**src/rtl/rf_alu_sequencer.sv**
```systemverilog
// rtl/rf_alu_sequencer.sv - register-file ALU sequencer; optional RF_ZERO_REG_EN makes r0 read as zero and ignore writes
module rf_alu_sequencer #(
  parameter int DW = 16,
  parameter int AW = 5
) (
  input  logic          clk,
  input  logic          rst_n,
  input  logic          instr_valid,
  output logic          instr_ready,
  input  logic [2:0]    instr_op,
  input  logic [AW-1:0] instr_rd,
  input  logic [AW-1:0] instr_rs1,
  input  logic [AW-1:0] instr_rs2,
  input  logic [DW-1:0] instr_imm,
  output logic [AW-1:0] rf_read_adr1,
  output logic [AW-1:0] rf_read_adr2,
  output logic          rf_read1_valid,
  output logic          rf_read2_valid,
  input  logic [DW-1:0] rf_read1,
  input  logic [DW-1:0] rf_read2,
  output logic [AW-1:0] rf_write_adr,
  output logic [DW-1:0] rf_data,
  output logic          rf_write_valid,
  output logic          busy,
  output logic          done,
  output logic [DW-1:0] result,
  output logic          carry
);

  typedef enum logic [2:0] {
    S_IDLE  = 3'd0,
    S_READ  = 3'd1,
    S_WAIT  = 3'd2,
    S_EXEC  = 3'd3,
    S_WRITE = 3'd4
  } state_t;

  localparam logic [2:0] OP_ADD = 3'd0;
  localparam logic [2:0] OP_SUB = 3'd1;
  localparam logic [2:0] OP_AND = 3'd2;
  localparam logic [2:0] OP_OR  = 3'd3;
  localparam logic [2:0] OP_XOR = 3'd4;
  localparam logic [2:0] OP_SHL = 3'd5;
  localparam logic [2:0] OP_SHR = 3'd6;
  localparam logic [2:0] OP_LDI = 3'd7;

  state_t        state;
  state_t        state_next;
  logic          ready_q;
  logic          transfer;

  logic [2:0]    op_q;
  logic [AW-1:0] rd_q;
  logic [AW-1:0] rs1_q;
  logic [AW-1:0] rs2_q;
  logic [DW-1:0] imm_q;

  logic [DW-1:0] opa_q;
  logic [DW-1:0] opb_q;
  logic [DW-1:0] opa_in;
  logic [DW-1:0] opb_in;
  logic [DW-1:0] result_q;
  logic          carry_q;

  logic [DW:0]   sum;
  logic [DW:0]   diff;
  logic [DW-1:0] alu_res;
  logic          alu_carry;
  logic          write_en;

  assign transfer = instr_valid & ready_q;

`ifdef RF_ZERO_REG_EN
  assign opa_in   = (rs1_q == '0) ? '0 : rf_read1;
  assign opb_in   = (rs2_q == '0) ? '0 : rf_read2;
  assign write_en = (rd_q != '0);
`else
  assign opa_in   = rf_read1;
  assign opb_in   = rf_read2;
  assign write_en = 1'b1;
`endif

  // State register; instr_ready is a flop that anticipates the return to IDLE
  always_ff @(posedge clk or negedge rst_n) begin
    if (!rst_n) begin
      state   <= S_IDLE;
      ready_q <= 1'b1;
    end else begin
      state   <= state_next;
      ready_q <= (state_next == S_IDLE);
    end
  end

  // Next-state decode and per-state strobes
  always_comb begin
    state_next     = state;
    rf_read1_valid = 1'b0;
    rf_read2_valid = 1'b0;
    rf_write_valid = 1'b0;
    done           = 1'b0;
    case (state)
      S_IDLE: begin
        if (transfer) begin
          state_next = (instr_op == OP_LDI) ? S_EXEC : S_READ;
        end
      end
      S_READ: begin
        rf_read1_valid = 1'b1;
        rf_read2_valid = 1'b1;
        state_next     = S_WAIT;
      end
      S_WAIT: begin
        state_next = S_EXEC;
      end
      S_EXEC: begin
        state_next = S_WRITE;
      end
      S_WRITE: begin
        rf_write_valid = write_en;
        done           = 1'b1;
        state_next     = S_IDLE;
      end
      default: begin
        state_next = S_IDLE;
      end
    endcase
  end

  // Capture the instruction fields on the accepting edge only
  always_ff @(posedge clk or negedge rst_n) begin
    if (!rst_n) begin
      op_q  <= '0;
      rd_q  <= '0;
      rs1_q <= '0;
      rs2_q <= '0;
      imm_q <= '0;
    end else if (state == S_IDLE && transfer) begin
      op_q  <= instr_op;
      rd_q  <= instr_rd;
      rs1_q <= instr_rs1;
      rs2_q <= instr_rs2;
      imm_q <= instr_imm;
    end
  end

  // Register file data is registered, so operands are taken one cycle after the strobe
  always_ff @(posedge clk or negedge rst_n) begin
    if (!rst_n) begin
      opa_q <= '0;
      opb_q <= '0;
    end else if (state == S_WAIT) begin
      opa_q <= opa_in;
      opb_q <= opb_in;
    end
  end

  // ALU; carry holds its old value for everything except ADD and SUB
  always_comb begin
    sum       = {1'b0, opa_q} + {1'b0, opb_q};
    diff      = {1'b0, opa_q} - {1'b0, opb_q};
    alu_res   = '0;
    alu_carry = carry_q;
    case (op_q)
      OP_ADD: begin
        alu_res   = sum[DW-1:0];
        alu_carry = sum[DW];
      end
      OP_SUB: begin
        alu_res   = diff[DW-1:0];
        alu_carry = diff[DW];
      end
      OP_AND: alu_res = opa_q & opb_q;
      OP_OR:  alu_res = opa_q | opb_q;
      OP_XOR: alu_res = opa_q ^ opb_q;
      OP_SHL: alu_res = opa_q << opb_q[3:0];
      OP_SHR: alu_res = opa_q >> opb_q[3:0];
      OP_LDI: alu_res = imm_q;
    endcase
  end

  // Result and carry are registered in EXEC and presented during WRITE
  always_ff @(posedge clk or negedge rst_n) begin
    if (!rst_n) begin
      result_q <= '0;
      carry_q  <= 1'b0;
    end else if (state == S_EXEC) begin
      result_q <= alu_res;
      carry_q  <= alu_carry;
    end
  end

  assign instr_ready  = ready_q;
  assign busy         = (state != S_IDLE);
  assign rf_read_adr1 = rs1_q;
  assign rf_read_adr2 = rs2_q;
  assign rf_write_adr = rd_q;
  assign rf_data      = result_q;
  assign result       = result_q;
  assign carry        = carry_q;

endmodule

```
**config.mk**
```make
export PLATFORM = sky130hd
export DESIGN_NAME = rf_alu_sequencer
export DESIGN_NICKNAME = d
export VERILOG_FILES = /design/src/rtl/rf_alu_sequencer.sv
export SDC_FILE = /design/constraint.sdc
export NUM_CORES = 1
export LEC_CHECK = 0
export ABC_AREA = 1
export CORE_MARGIN = 3
export CORE_UTILIZATION = 30
export DETAILED_ROUTE_END_ITERATION = 16
export PLACE_DENSITY_LB_ADDON = 0.1
export SYNTH_ARGS = -nofsm -noshare
export SYNTH_HDL_FRONTEND = slang
export SYNTH_SLANG_ARGS = --single-unit
```
**constraint.sdc**
```tcl
create_clock -name clk -period 2 [get_ports clk]
set_input_delay 0.3 -clock clk [delete_from_list [all_inputs] [get_ports clk]]
set_output_delay 0.3 -clock clk [all_outputs]
set_load 0.05 [all_outputs]
```
# Word-level counts from Yosys, hierarchy flattened

Index checks and enable logic that the tools add are counted.

Muxes and demuxes: 7
Bitwise logic cells: 4
Reductions and logical operators: 7
Shift-type cells: 2
Add/subtract/negate cells: 2
Equal/unequal tests: 12

Operators by type and width:

| kind                                                                  | count |
|---|---|
| 16-bit one-hot mux with 8 select lines                                | 1 |
| 3-bit equality test, second input constant                            | 6 |
| 16-bit by 16-bit adder with 17-bit output                             | 1 |
| 16-bit by 16-bit subtractor with 17-bit output                        | 1 |
| 16-bit bitwise AND                                                    | 1 |
| 16-bit bitwise OR                                                     | 1 |
| 16-bit by 4-bit left shift with 16-bit output                         | 1 |
| 16-bit by 4-bit >> shifter with 16-bit output                         | 1 |
| 16-bit XOR                                                            | 1 |
| 3-bit by 2-bit equality test with 1-bit output, second input constant | 4 |
| 3-bit one-hot mux with 4 select lines                                 | 1 |
| 3-bit zero test                                                       | 3 |
| 3-bit by 1-bit equality test with 1-bit output, second input constant | 2 |
| 3-bit two-way mux                                                     | 1 |
| 3-bit nonzero test                                                    | 1 |
| 1-bit two-way mux                                                     | 2 |
| 2-bit two-way mux                                                     | 1 |
| 1-bit one-hot mux with 2 select lines                                 | 1 |
| 2-bit AND reduction                                                   | 1 |
| 2-bit nonzero test                                                    | 1 |
| 1-bit bitwise AND                                                     | 1 |
| 1-bit logical AND                                                     | 1 |

Logic and storage cells: 45
Input port bits: 69
Flip-flop bits (word level): 87
Output and inout port bits: 54

# Logic depth before layout (Yosys ltp)

Gate-level depths: netlist of run 1.

Word-level depth: 5
Depth in mapped cells: 18
Depth with buffers taken out: 16

# Least setup slack after synthesis of run 1

Ideal clock, no wire load.

Path kind: register to output
Start: register state[2]
End: output port rf_read2_valid
Data arrival time: 1,925 ps
Path buffers: 1
Required time: 1,700 ps
Path slack: -225 ps
Stages on the path, launching flop included: 3
Cell sequence: dfrtp_1 nor3_1 buf_4

Longest elaborated chain between the ends: 2

RTL lines:

| what                                           | line | source |
|---|---|---|
| start, declared                                | 47   | `state_t state;` |
| start signal, assigned                         | 89   | `state <= state_next;` |
| 3-bit by 1-bit equality test with 1-bit output | --   |  |
| 1-bit two-way mux                              | --   |  |
| end, declared                                  | 18   | `output logic rf_read2_valid,` |

No other way between the ends.

# Worst setup path after layout of run 1

Start: register opb_q[0]
End: register result_q[14], in the netlist result[14]

Longest elaborated chain between the ends: 2
Elaborated cells on any way between the ends: 5
Classes of those cells: 2 x add/sub; 2 x shift; 1 x mux

RTL lines:

| what                                                                         | line | source |
|---|---|---|
| start, declared                                                              | 59   | `logic [DW-1:0] opb_q;` |
| start signal, assigned                                                       | 153  | `opb_q <= opb_in;` |
| 16-bit by 16-bit subtractor with 17-bit output, or another cell as far along | 160  | `diff = {1'b0, opa_q} - {1'b0, opb_q};` |
| 16-bit one-hot mux with 8 select lines (*)                                   | 163  | `case (op_q)` |
| end signal, assigned                                                         | 187  | `result_q <= alu_res;` |
| end, declared                                                                | 62   | `logic [DW-1:0] result_q;` |

Every way passes the cells marked *; elsewhere a longest branch is shown, timed or not.
A chain may end at the register's enable or synchronous reset.

==> reports/qor.csv, run 1 <==
metric,value,unit
post-synth top area share,0.2880,
area of the core,0.02439,sq mm
Via Count,8362,
DRC Markers,0,
failing checks,negative setup slack,
all-layer global routing usage,0.2298,
root buf cell,clkbuf_16,
Final Max Slew Viols,0,
fmax,490.4,MHz
drt wl/cell,17.35,um
Mapped Nets,1319,
ys flop type,dfrtp_1,
WL final,30390,um
first-pass GRT wire length,47140,um
Slew @ Worst Pin,0.5226,ns
worst reg2reg setup slack,-0.04,ns
clk sinks,87,
Skew-Pair Late Insertion Delay,0.36,ns
yosys warns,0,
Die H,163.8,um
final hold vios,0,
Synth top cells by count,"nand2_1 (450), nand3_1 (134), inv_1 (118)",
DR vias/cell,4.776,
Mean Syn Cell Area,6.233,sq um
largest net degree at the start of global routing,66,
IO Count,123,
share of cells above drive strength 1,0.2095,
IO Port Bufs,122,
"Req. time, crit path",2.25,ns
number of max-cap violations,0,
Initial Util,0.3064,
Fill cells,2634,
cells after synthesis,1199,
final setup fails,2,
"Arr. time, crit path",2.29,ns
crit end category,flip-flop,
reg2reg end,result[14],
DP Worst Slack,-0.1012,ns
clock slew at reported path FFs,0.08,ns
P&R area growth vs syn,43.33,%
number of H-tree levels,3,
hold crit path type,in2async,
Setup TNS Final,-0.04882,ns
Synth area leaders,"dfrtp_1 (29%), nand2_1 (23%), nand3_1 (9.0%), ha_1 (8.2%), inv_1 (5.9%)",
Routed Antenna Nets,0,
vias in the first global route,8130,
final setup margin,-0.03898,ns
Post-DP HPWL,24460,um
num rows,57,
total global routing overflow,0,
"area leader, netlist",dfrtp_1,
initial antenna violation count,0,
reg-to-reg startpoint,opb_q[0],
"Seq/Total Area, Yosys",0.2915,
Synth cell types,36,
Post-layout nets,1542,
fin crit period,2.039,ns
initial drt markers,567,
Synth async-reset ratio,1.000,
die width,163.8,um
TritonCTS clock tree,done,
RSZ-0062 raised after global routing,true,
CP Launch Type,flip-flop,
"Max FO, Critical Path",5,
Slew Limit Headroom,0.6505,
cell with the most instances after synthesis,nand2_1,
Die ar.,0.02684,sq mm
Post-synth EDFFs,0,
drt pass-1 iters,5,
Seq cells post-synth,87,
worst setup path class,reg2reg,
fin crit share,1.019,
clk buf depth,2,
total CTS buffers,9,
RePlAce Congestion,0.9666,
antenna cells,0,
synthesized area,0.007473,sq mm
status,"finished, violations left",
Worst Skew,0.01455,ns
R2R cell count,13,
==> metal layers <==
layer / vias up / routed length [um] / track usage / share of wire
met1: 3830 / 14230 / 0.3241 / 0.47
met5: - / 0 / 0 / 0
met2: 279 / 13550 / 0.3581 / 0.45
li1: 4219 / - / - / -
met3: 34 / 1843 / 0.03153 / 0.061
met4: 0 / 764 / 0.08420 / 0.025
==> kinds of logic after synthesis <==
| kind of cell | synth area share |
|---|---|
| buf+inv | 0.1190 |
| xor+xnor | 0.008204 |
| fa+ha+maj | 0.08739 |
| compound gates | 0.09526 |
| simple gates | 0.3986 |
| flops | 0.2915 |
==> repair_timing <==
action                                 in CTS  in global routing
gates resized for setup                    35                 91
setup endpoints to repair                  13                 16
hold buffers                                1                  0
endpoints found under the hold margin      21                  0
buffers inserted                            4                  9
pin swaps                                  11                 28
==> worst max path at each step <==
| stage | depth (start not counted) | slack (ns) | to | from |
|---|---|---|---|---|
| after floorplan | 16 | 0.01 | result[8] | opb_q[1] |
| after global placement | 12 | -0.19 | result[14] | opa_q[9] |
| after detailed placement | 14 | -0.10 | result[14] | opa_q[3] |
| after CTS | 16 | -0.01 | result[8] | opa_q[0] |
| after global routing | 16 | -0.20 | result[8] | opa_q[0] |
| final | 13 | -0.04 | result[14] | opb_q[0] |
==> registers in the layout, summed over array words and instances, names as in the netlist, 5 cells and up <==
name          flops
rf_read_adr2      5
imm_q            16
rf_read_adr1      5
rf_write_adr      5
result           16
opa_q            16
opb_q            16
==> layout by cell type, fill, tap and decap left out, types with 15 or more instances in the layout <==
| cell type | n |
|---|---|
| ha_4 | 15 |
| nor2_1 | 80 |
| a21oi_1 | 30 |
| nand3_1 | 124 |
| nand2_1 | 426 |
| dfrtp_1 | 84 |
| inv_1 | 110 |
| buf_4 | 159 |
| o21ai_0 | 62 |
| nand2_2 | 22 |
| clkdlybuf4s50_1 | 115 |
| ha_1 | 32 |
==> metrics by stage <==
step | cells | hold slack, ns | utilization | instance area (sq um)
after global routing | 1751 | 0.4212 | 0.4392 | 10710
after detailed placement | 1721 | 0.2452 | 0.4039 | 9852
final | 1751 | 0.3842 | 0.4392 | 10710
after CTS | 1742 | 0.3918 | 0.4212 | 10270
after global placement | 1721 | 0.2420 | 0.4039 | 9852
after floorplan | 1199 | 0.004409 | - | 7501
==> critical path, cell delays in order (launching register included) <==
cell,delay [ns]
dfrtp_2,0.44
buf_4,0.15
inv_2,0.05
ha_1,0.20
or2_1,0.24
nand3_1,0.12
nand2_2,0.08
nand2_1,0.09
nand3_1,0.09
nor2_2,0.13
buf_4,0.14
nand3_1,0.09
nand2_1,0.07
nand2_1,0.05
==> final cells by class <==
type / instances / area, sq um / share of cell area
multi-input combinational: 914 / 4871 / 0.4547
inverter: 128 / 488.0 / 0.04556
clock inverter: 7 / 63.81 / 0.005957
tap: 324 / 405.4 / 0.03785
timing repair buffer: 282 / 2477 / 0.2313
sequential: 87 / 2181 / 0.2036
clock buffer: 9 / 225.2 / 0.02103
Power of run 1 is not shown: default switching activity piles up to over one toggle a cycle in this logic, so the estimate is an artifact.
==> run 2: changes to the inputs <==
- CTS_CLUSTER_SIZE: not set -> 8
==> results of run 2 <==
The final DEF is identical to that of run 1; final timing and power are the same.
Power of run 2 is left out for the same reason.
==> run 3: changes to the inputs <==
- clock period: 2 -> 2.5 ns (I/O delays scaled with it)
==> run 3 against run 2 <==
The run now ends clean. Die area unchanged. Sequential share of layout area increased by 2.9 points. Count of clock-buffer cells in the layout unchanged. Routed wire length decreased by 0.42%. First-iteration DRC count increased by 11%.
==> reports/qor.csv, run 3 (synthesized netlist as in run 1, its figures left out) <==
metric,value,unit,change
hold crit path type,reg2reg,,was in2async
Post-layout nets,1429,,was 1542
reg-to-reg startpoint,opa_q[0],,was opb_q[0]
CP Launch Type,flip-flop,,unchanged
max incr delay on CP,0.85,ns,was 0.44 ns
Routed Antenna Nets,0,,unchanged
fin crit period,2.310,ns,
fmax,432.9,MHz,
ordered list of cells on the worst path,nor3_1 > clkdlybuf4s50_1,,was buf_4 > inv_2 > ha_1 > or2_1 > nand3_1 > nand2_2 > nand2_1 > nand3_1 > nor2_2 > buf_4 > nand3_1 > nand2_1 > nand2_1
GR Util met3,0.03556,,was 0.03153
reg2reg end,result[8],,was result[14]
TritonCTS clock tree,done,,unchanged
"Slowest-stage cell, CP",clkdlybuf4s50_1,,was dfrtp_2
IO Port Bufs,122,,unchanged
Initial Util,0.3064,,unchanged
clock slew at reported path FFs,0.08,ns,about the same
R2R cell count,16,,was 13
worst setup path class,reg2out,,was reg2reg
die width,163.8,um,unchanged
Die ar.,0.02684,sq mm,unchanged
status,finished clean,,"was finished, violations left"
number of max-cap violations,0,,unchanged
all-layer global routing usage,0.2296,,was 0.2298
root buf cell,clkbuf_16,,unchanged
crit end category,output pin,,was flip-flop
fin crit share,0.9240,,
post-CTS setup buffers,0,,was 4
Post-DP HPWL,24850,um,was 24460 um
initial drt markers,627,,was 567
met1 Use GR,0.3194,,was 0.3241
RePlAce Congestion,0.9970,,was 0.9666
total global routing overflow,0,,unchanged
IO Count,123,,unchanged
WL final,30260,um,was 30390 um
area of the core,0.02439,sq mm,unchanged
"Req. time, crit path",2.12,ns,was 2.25 ns
largest net degree at the start of global routing,66,,unchanged
Worst Skew,0.01570,ns,was 0.01455 ns
Final Max Slew Viols,0,,unchanged
"most common cell after layout, fill and taps aside",nand2_1,,unchanged
RSZ-0062 raised after global routing,false,,was true
final setup fails,0,,was 2
num rows,57,,unchanged
final hold vios,0,,unchanged
initial antenna violation count,0,,unchanged
vias in the first global route,7794,,was 8130
number of H-tree levels,3,,unchanged
Post-CTS Resized,0,,was 35
total CTS buffers,9,,unchanged
most frequent cells in the layout,"nand2_1 (450), nand3_1 (134), clkdlybuf4s50_1 (121), inv_1 (118), nor2_1 (96)",,"was nand2_1 (426), buf_4 (159), nand3_1 (124), clkdlybuf4s50_1 (115), inv_1 (110)"
P&R area growth vs syn,25.51,%,was 43.33%
met2 Use GR,0.3608,,was 0.3581
Fill cells,2728,,was 2634
Skew-Pair Late Insertion Delay,0.37,ns,was 0.36 ns
"Arr. time, crit path",1.94,ns,was 2.29 ns
hold depth,2,,
Die H,163.8,um,unchanged
Via Count,7987,,was 8362
Hold Path Sink,imm_q[3],,
drt pass-1 iters,5,,unchanged
DR vias/cell,4.876,,was 4.776
hold_sp,imm_q[3],,
Slew @ Worst Pin,0.8877,ns,was 0.5226 ns
DRC Markers,0,,unchanged
first-pass GRT wire length,46300,um,was 47140 um
worst reg2reg setup slack,0.21,ns,was -0.04 ns
Reg area,0.002178,sq mm,was 0.002181 sq mm
GR peak layer,met2,,unchanged
share of cells above drive strength 1,0.06469,,was 0.2095
clk sinks,87,,unchanged
Setup TNS Final,0,ns,was -0.04882 ns
Slew Limit Headroom,0.4075,,was 0.6505
area of the multi-input gates,0.004415,sq mm,was 0.004871 sq mm
antenna cells,0,,unchanged
"Max FO, Critical Path",5,,unchanged
clk buf depth,2,,unchanged
drt wl/cell,18.47,um,was 17.35 um
Finished Core Util,0.3846,,was 0.4392
[run 3: worst max path at each step]
| stage | startpoint | end |
|---|---|---|
| 2_1_floorplan | state[2] | rf_read2_valid |
| 3_3_place_gp | opa_q[0] | result[6] |
| 3_5_place_dp | opa_q[0] | result[6] |
| 4_1_cts | state[2] | rf_read2_valid |
| 5_1_grt | opa_q[11] | result[15] |
| 6_report | state[2] | rf_read1_valid |
[run 3: final cells by class]
type                    instances  area share
inverters                     128     0.05122
flip-flops and latches         87      0.2322
well taps                     324     0.04322
multi-input cells             914      0.4707
repair buffers                169      0.1705
clock buffers                   9     0.02401
clock inverters                 7    0.008137
[run 3: critical path: cells and delay by family, from the launching register on]
family	cells	cell delay, ns
flip-flops	1	0.45
AND/OR/NAND/NOR	1	0.27
buffers and inverters	1	0.85
[run 3: stage by stage]
step,area [sq um],cells,worst slack (ns),hold WS [ns]
2_1_floorplan,7473,1199,0.1998,0.07941
3_3_place_gp,9069,1621,0.1974,0.3784
3_5_place_dp,9069,1621,0.2500,0.3826
4_1_cts,9380,1638,0.1487,0.4784
5_1_grt,9380,1638,0.02589,0.5018
6_report,9380,1638,0.1899,0.4751
[run 3: per-layer routing]
metal | routed length, um | vias up
met5 | 0 | -
met4 | 953 | 0
met3 | 1670 | 58
met2 | 13280 | 269
met1 | 14350 | 3673
li1 | - | 3987
[run 3: timing repair]
item	CTS	global route
endpoints found under the hold margin	5	0
setup endpoints to repair	0	0
hold buffers	1	0
Power of run 3 is left out for the same reason.
